==> config.mk <==
export PLATFORM = sky130hd
export DESIGN_NAME = nn_avalon_burst_master
export DESIGN_NICKNAME = d
export VERILOG_FILES = /design/src/rtl/nn_avalon_pkg.sv /design/src/rtl/nn_burst_splitter.sv /design/src/rtl/nn_avalon_burst_master.sv
export SDC_FILE = /design/constraint.sdc
export NUM_CORES = 1
export LEC_CHECK = 0
export ABC_AREA = 1
export CORE_AREA = 2 2 153 155
export CTS_CLUSTER_DIAMETER = 30
export DETAILED_ROUTE_END_ITERATION = 16
export DIE_AREA = 0 0 155 157
export PLACE_DENSITY = 0.64
export SLEW_MARGIN = 20
export SYNTH_ARGS = -nofsm -noshare
export SYNTH_HDL_FRONTEND = slang
export SYNTH_SLANG_ARGS = --single-unit
==> constraint.sdc <==
create_clock -name clk -period 2.9 [get_ports clk]
set_input_delay 0.435 -clock clk [delete_from_list [all_inputs] [get_ports clk]]
set_output_delay 0.435 -clock clk [all_outputs]
set_load 0.02 [all_outputs]
==> src/rtl/nn_avalon_pkg.sv <==
// Shared types and constants for the Avalon-MM burst master.
// Contents: FSM state encoding, Avalon response codes, default parameter
// values and a small response-classification helper.
package nn_avalon_pkg;

  typedef enum logic [2:0] {
    IDLE     = 3'd0,
    WR_BURST = 3'd1,
    RD_REQ   = 3'd2,
    RD_DATA  = 3'd3,
    DONE     = 3'd4
  } state_t;

  localparam logic [1:0] RESP_OKAY   = 2'b00;
  localparam logic [1:0] RESP_SLVERR = 2'b10;

  localparam int DEF_ADDR_W    = 13;
  localparam int DEF_DATA_W    = 32;
  localparam int DEF_MAX_BURST = 256;
  localparam int DEF_BC_W      = 10;
  localparam int DEF_TIMEOUT   = 1024;
  localparam int LEN_W         = 16;

  // Anything other than OKAY is reported as an error.
  function automatic logic resp_is_error(input logic [1:0] resp);
    return (resp != RESP_OKAY);
  endfunction

endpackage

==> src/rtl/nn_burst_splitter.sv <==
// Burst splitter shared by the write and read paths.
// Holds the words still to transfer and the current burst base address, and
// derives the size of the current burst.
// Ports:
//   clk, n_rst        clock, asynchronous active-low reset
//   load              capture a new command (load_base, load_len)
//   advance           current burst finished and more words remain
//   base              base address of the current burst
//   beats             min(remaining, MAX_BURST), stable for the whole burst
//   last              current burst is the final one of the command
module nn_burst_splitter
  import nn_avalon_pkg::*;
#(
  parameter int ADDR_W    = DEF_ADDR_W,
  parameter int BC_W      = DEF_BC_W,
  parameter int MAX_BURST = DEF_MAX_BURST
) (
  input  logic              clk,
  input  logic              n_rst,
  input  logic              load,
  input  logic [ADDR_W-1:0] load_base,
  input  logic [LEN_W-1:0]  load_len,
  input  logic              advance,
  output logic [ADDR_W-1:0] base,
  output logic [BC_W-1:0]   beats,
  output logic              last
);

  logic [LEN_W-1:0]  remaining_r;
  logic [ADDR_W-1:0] base_r;
  logic [ADDR_W-1:0] next_base_s;

  // Burst size and next base; the base wraps naturally at 2^ADDR_W.
  always_comb begin
    if (remaining_r > LEN_W'(MAX_BURST)) begin
      beats = BC_W'(MAX_BURST);
    end else begin
      beats = BC_W'(remaining_r);
    end
    last        = (remaining_r <= LEN_W'(MAX_BURST));
    next_base_s = base_r + ADDR_W'(beats);
    base        = base_r;
  end

  // remaining/base only change at command load or burst boundaries, so
  // beats and base are held for the whole burst.
  always_ff @(posedge clk or negedge n_rst) begin
    if (!n_rst) begin
      remaining_r <= '0;
      base_r      <= '0;
    end else if (load) begin
      remaining_r <= load_len;
      base_r      <= load_base;
    end else if (advance) begin
      remaining_r <= remaining_r - LEN_W'(beats);
      base_r      <= next_base_s;
    end else begin
      remaining_r <= remaining_r;
      base_r      <= base_r;
    end
  end

endmodule

==> src/rtl/nn_avalon_burst_master.sv <==
// Avalon-MM burst master driving the neural-network SRAM slave port.
// Takes word-transfer commands (write or read, start address, length),
// splits them into bursts of at most MAX_BURST words, streams write data in
// and read data out, and pulses done/err at command end.
// Ports:
//   command side : cmd_valid/cmd_ready, cmd_write, cmd_address, cmd_len
//   write stream : wdata_valid, wdata, wdata_ready
//   read stream  : rdata_valid, rdata
//   completion   : done, err
//   Avalon bus   : write, read, beginbursttransfer, burstcount, address,
//                  writedata, readdata, readdatavalid, waitrequest, response
// MAX_BURST must not exceed 2^(BC_W-1).
module nn_avalon_burst_master
  import nn_avalon_pkg::*;
#(
  parameter int ADDR_W    = DEF_ADDR_W,
  parameter int DATA_W    = DEF_DATA_W,
  parameter int MAX_BURST = DEF_MAX_BURST,
  parameter int BC_W      = DEF_BC_W,
  parameter int TIMEOUT   = DEF_TIMEOUT
) (
  input  logic              clk,
  input  logic              n_rst,
  input  logic              cmd_valid,
  output logic              cmd_ready,
  input  logic              cmd_write,
  input  logic [ADDR_W-1:0] cmd_address,
  input  logic [15:0]       cmd_len,
  input  logic              wdata_valid,
  input  logic [DATA_W-1:0] wdata,
  output logic              wdata_ready,
  output logic              rdata_valid,
  output logic [DATA_W-1:0] rdata,
  output logic              done,
  output logic              err,
  output logic              write,
  output logic              read,
  output logic              beginbursttransfer,
  output logic [BC_W-1:0]   burstcount,
  output logic [ADDR_W-1:0] address,
  output logic [DATA_W-1:0] writedata,
  input  logic [DATA_W-1:0] readdata,
  input  logic              readdatavalid,
  input  logic              waitrequest,
  input  logic [1:0]        response
);

  localparam int TMO_W = $clog2(TIMEOUT) + 1;

  state_t            state_r;
  logic              err_r;
  logic              bbt_pend_r;
  logic [BC_W-1:0]   beat_cnt_r;
  logic [TMO_W-1:0]  tmo_r;
  logic [DATA_W-1:0] rdata_r;
  logic              rdata_valid_r;

  logic              in_wr_s;
  logic              in_rd_s;
  logic              wr_acc_s;
  logic              rd_beat_s;
  logic              beat_last_s;
  logic              burst_end_s;
  logic              advance_s;
  logic              load_s;
  logic [ADDR_W-1:0] base_s;
  logic [BC_W-1:0]   beats_s;
  logic              last_s;

  nn_burst_splitter #(
    .ADDR_W    (ADDR_W),
    .BC_W      (BC_W),
    .MAX_BURST (MAX_BURST)
  ) u_splitter (
    .clk       (clk),
    .n_rst     (n_rst),
    .load      (load_s),
    .load_base (cmd_address),
    .load_len  (cmd_len),
    .advance   (advance_s),
    .base      (base_s),
    .beats     (beats_s),
    .last      (last_s)
  );

  // Bus and handshake decode. write follows wdata_valid directly so a data
  // gap is a legal write gap; bbt_pend_r marks "first beat not yet shown",
  // so a stalled first beat keeps beginbursttransfer low after its first cycle.
  always_comb begin
    in_wr_s            = (state_r == WR_BURST);
    in_rd_s            = (state_r == RD_REQ) || (state_r == RD_DATA);
    write              = in_wr_s && wdata_valid;
    wr_acc_s           = write && !waitrequest;
    wdata_ready        = wr_acc_s;
    writedata          = in_wr_s ? wdata : '0;
    read               = (state_r == RD_REQ);
    beginbursttransfer = bbt_pend_r && (write || read);
    burstcount         = (in_wr_s || in_rd_s) ? beats_s : '0;
    address            = (in_wr_s || in_rd_s) ? base_s : '0;
    rd_beat_s          = (state_r == RD_DATA) && readdatavalid;
    beat_last_s        = (beat_cnt_r == (beats_s - BC_W'(1)));
    burst_end_s        = (wr_acc_s || rd_beat_s) && beat_last_s;
    advance_s          = burst_end_s && !last_s;
    load_s             = (state_r == IDLE) && cmd_valid;
    cmd_ready          = (state_r == IDLE);
    done               = (state_r == DONE);
    err                = (state_r == DONE) && err_r;
    rdata              = rdata_r;
    rdata_valid        = rdata_valid_r;
  end

  // Command FSM: burst sequencing, beat counting, timeout and sticky error.
  always_ff @(posedge clk or negedge n_rst) begin
    if (!n_rst) begin
      state_r       <= IDLE;
      err_r         <= 1'b0;
      bbt_pend_r    <= 1'b0;
      beat_cnt_r    <= '0;
      tmo_r         <= '0;
      rdata_r       <= '0;
      rdata_valid_r <= 1'b0;
    end else begin
      rdata_valid_r <= 1'b0;
      case (state_r)
        IDLE: begin
          if (cmd_valid) begin
            err_r      <= 1'b0;
            bbt_pend_r <= 1'b1;
            beat_cnt_r <= '0;
            tmo_r      <= '0;
            if (cmd_len == 16'd0) begin
              state_r <= DONE;
            end else if (cmd_write) begin
              state_r <= WR_BURST;
            end else begin
              state_r <= RD_REQ;
            end
          end
        end
        WR_BURST: begin
          if (write) begin
            bbt_pend_r <= 1'b0;
          end
          if (wr_acc_s) begin
            if (beat_last_s) begin
              beat_cnt_r <= '0;
              if (last_s) begin
                state_r <= DONE;
              end else begin
                bbt_pend_r <= 1'b1;
              end
            end else begin
              beat_cnt_r <= beat_cnt_r + BC_W'(1);
            end
          end
        end
        RD_REQ: begin
          bbt_pend_r <= 1'b0;
          if (!waitrequest) begin
            state_r    <= RD_DATA;
            beat_cnt_r <= '0;
            tmo_r      <= '0;
          end
        end
        RD_DATA: begin
          // A beat arriving on the threshold cycle wins over the timeout.
          if (readdatavalid) begin
            rdata_r       <= readdata;
            rdata_valid_r <= 1'b1;
            tmo_r         <= '0;
            if (resp_is_error(response)) begin
              err_r <= 1'b1;
            end
            if (beat_last_s) begin
              beat_cnt_r <= '0;
              if (last_s) begin
                state_r <= DONE;
              end else begin
                state_r    <= RD_REQ;
                bbt_pend_r <= 1'b1;
              end
            end else begin
              beat_cnt_r <= beat_cnt_r + BC_W'(1);
            end
          end else if (tmo_r == TMO_W'(TIMEOUT - 1)) begin
            err_r   <= 1'b1;
            state_r <= DONE;
          end else begin
            tmo_r <= tmo_r + TMO_W'(1);
          end
        end
        DONE: begin
          state_r <= IDLE;
        end
        default: begin
          state_r <= IDLE;
        end
      endcase
    end
  end

endmodule

==> results.cfg <==
[cts]
hold_buffers = 0
numCtsBuffers = 9
cts_max_path_buffers = 2
cts_sinks = 88
htree_levels = 3
clk_latency_ps = 350
clkTransAtPathRegs_ps = 70
clockRootBuffer = clkbuf_16
cts_tree = done

[final_layout]
nets = 1272
drive_gt1_share_pct = 13.2
area_growth_pct = 53.4
layout_common_cells = nand2_1 (285), clkdlybuf4s50_1 (189), inv_1 (117), nor2_1 (110), dfrtp_1 (88)
final_common_cell = nand2_1

[critical_path]
critPathArrivalTime_ps = 3070
worst_r2r_path_depth = 17
cpPeakStageDelay_ps = 410
worstPathMaxFanout = 29
path_cells = nor2_4 > nand2_4 > nor2_8 > nand2_4 > nand2_4 > nand2_4 > ha_4 > xnor2_2 > nor2_2 > nand2_1 > nor2_1 > nand2_1 > nor3_2 > nand4_1 > buf_6 > nand3_1 > nand2_1
r2r_end = u_splitter.base[2]$_DFFE_PN0P_
r2r-start = u_splitter.remaining_r[11]$_DFFE_PN0P_
cp-startpoint = u_splitter.remaining_r[11]$_DFFE_PN0P_
cp.depth = 17
ff2ff_setup_slack_ps = 70
cp-end-kind = flop
critPathLaunchType = flop
crit_required_ps = 3140
setup.worst_path.class = reg2reg
crit_family = simple AND/OR/NAND/NOR gates
crit_buf_inv = 1
crit_path_end = u_splitter.base[2]$_DFFE_PN0P_
cp_common_cell = nand2_4
critPathSlowestCell = dfrtp_1

[yosys]
postSynthAreaPerCell_um2 = 6.56
synth.distinct_cells = 46
syn_area_um2 = 6000
ys_ff_latch = 88
yosysWarnings = 0
synthesis.instances = 916
yosysSeqAreaShare_pct = 36.7

[hold_path]
min_path_type = in2async

[grt]
grt_usage_pct = 16.0
overflow = 0
grt_max_degree = 50
grt_pass1_wl_mm = 31.4
antenna_found_initial = 0
grt_pass1_vias = 6441

[pwr]
p_per_area_nw_per_um2 = 945
ir_drop_uv = 495
p_leak_nw = 4.49

[timing]
worst_slew_pin_slew_ps = 690
worst_slack_ps = 73.3
rsz0062_at_grt = yes
setup_viol = 0
post-route-period-util_pct = 97.5
max_freq_ghz = 0.354
slew_headroom_pct = 54.0
finalMaxSlewViolations = 0
fin_tns_setup_ps = 0
hold_ws_ps = 98.2
finalClockSkew_ps = 8.00
hold_viol_final = 0
period_minus_slack_ps = 2830

[floorplan]
die-width_um = 155
dieHeight_um = 157
io_pins = 197
rows = 55
coreArea_um2 = 22500
initial_utilization_pct = 26.7
dieArea_um2 = 24300

[route]
vias_per_cell = 4.58
first_iter_violations = 404
first_pass_iters = 5
ant_nets = 0
drc = 0
routedWlPerCell_um = 13.9
vias = 6625
routed_wl_mm = 20.1

[placement]
place_worst_setup_slack_ps = 42.3
gp_congestion = 0.901
hpwl_mm = 14.9
numPortBuffers = 195

[flow_run]
cap_violations = 0

[outcome]
outcome = complete, no violations
[logic make-up (layout without fill, tap and decap cells)]
group / after synthesis / after routing / synth area share (%)
flops: 88 / 88 / 36.7
xor+xnor: 17 / 17 / 2.48
other cells: 2 / 4 / 0.125
fa+ha+maj: 15 / 15 / 3.25
simple gates: 545 / 545 / 37.9
compound gates: 93 / 93 / 8.92
buf+inv: 156 / 399 / 10.6
[cell type report]
type | count | area [um2]
Antenna cell | 1 | 2.50
Fill cell | 2310 | 13300
Multi-Input combinational cell | 673 | 3410
Sequential cell | 88 | 2200
Timing Repair Buffer | 258 | 2490
Clock buffer | 9 | 225
Inverter | 125 | 469
Clock inverter | 7 | 61.3
Tap cell | 285 | 357
[flip-flops by register name, summed over array words and instances (netlist names)]
signal and cells:
err_r 1, tmo_r 11, bbt_pend_r 1, rdata_valid 1, rdata 32, beat_cnt_r 10, u_splitter.base 13, state_r 3
u_splitter.remaining_r 16
[what timing repair did]
item                       CTS  global route
cloned                       0             3
buffers inserted             0            10
resized for setup            5            71
pin swaps                    0            18
setup endpoints to repair    5            41
[worst min-delay path by stage]
stage | slack (ps) | endpoint | startpoint | depth (start not counted)
after floorplan | 140 | bbt_pend_r$_DFFE_PN0P_ | n_rst | 0
after global placement | 440 | tmo_r[10]$_DFFE_PN0P_ | tmo_r[10]$_DFFE_PN0P_ | 2
after detailed placement | 450 | tmo_r[10]$_DFFE_PN0P_ | tmo_r[10]$_DFFE_PN0P_ | 2
after CTS | 130 | u_splitter.base[10]$_DFFE_PN0P_ | n_rst | 1
after global routing | 150 | u_splitter.base[10]$_DFFE_PN0P_ | n_rst | 1
final | 100 | u_splitter.base[10]$_DFFE_PN0P_ | n_rst | 1
[cells in the mapped netlist (all sizes together)]
| master | number | share of area, % |
|---|---|---|
| buf | 14 | 1.7 |
| nand2 | 314 | 20 |
| o22ai | 4 | 0.42 |
| o21a | 6 | 0.75 |
| o21bai | 1 | 0.13 |
| nand3b | 4 | 0.50 |
| nor3 | 15 | 1.3 |
| clkbuf | 17 | 1.1 |
| o31ai | 3 | 0.54 |
| o211ai | 1 | 0.21 |
| xor2 | 12 | 1.8 |
| a31oi | 5 | 0.52 |
| o21ai | 43 | 3.6 |
| and3 | 1 | 0.10 |
| nor3b | 4 | 0.50 |
| a21oi | 25 | 2.1 |
| ha | 14 | 2.9 |
| o41ai | 1 | 0.15 |
| inv | 124 | 7.8 |
| nand4 | 9 | 0.94 |
| nor4 | 5 | 0.52 |
| conb | 2 | 0.13 |
| o311ai | 1 | 0.15 |
| or2 | 2 | 0.21 |
| a221oi | 1 | 0.15 |
| nand3 | 68 | 5.7 |
| nor2 | 123 | 8.2 |
| a21o | 1 | 0.13 |
| fa | 1 | 0.33 |
| dfrtp | 88 | 37 |
| a21boi | 1 | 0.13 |
| xnor2 | 5 | 0.73 |
| clkinv | 1 | 0.062 |
[where the power goes]
group          internal, W  switching, W  total [W]
Sequential         0.00167      0.000310    0.00198
Combinational      0.00232       0.00324    0.00556
Clock             0.000600      0.000569    0.00117
Total              0.00458       0.00412    0.00870
[worst reg2reg max path: cells and delay by family (launching register included)]
kind | cells | cell delay (ps)
xor gates and xnor gates | 1 | 130
and+or+nand+nor | 14 | 1640
adders and majority gates | 1 | 250
buffers and inverters | 1 | 270
DFF | 1 | 410
[per-layer routing]
| metal | track usage (%) | up-vias | share of wire (%) |
|---|---|---|---|
| met4 | 3.66 | 0 | 1.7 |
| met3 | 4.65 | 27 | 7.2 |
| met1 | 19.8 | 3047 | 43 |
| met5 | 0 | - | 0 |
| li1 | - | 3353 | - |
| met2 | 27.7 | 198 | 48 |
[stage by stage]
step / instance area, um2 / std cells / utilization (%) / power (W)
3_3_place_gp: 8550 / 1417 / 38.0 / 0.00704
2_1_floorplan: 6010 / 917 / - / 0.00502
3_5_place_dp: 8550 / 1417 / 38.0 / 0.00708
4_1_cts: 8830 / 1433 / 39.2 / 0.00829
5_1_grt: 9210 / 1445 / 40.9 / 0.00939
6_report: 9210 / 1446 / 40.9 / 0.00870
Note: power is estimated with default switching activity, not from simulation.
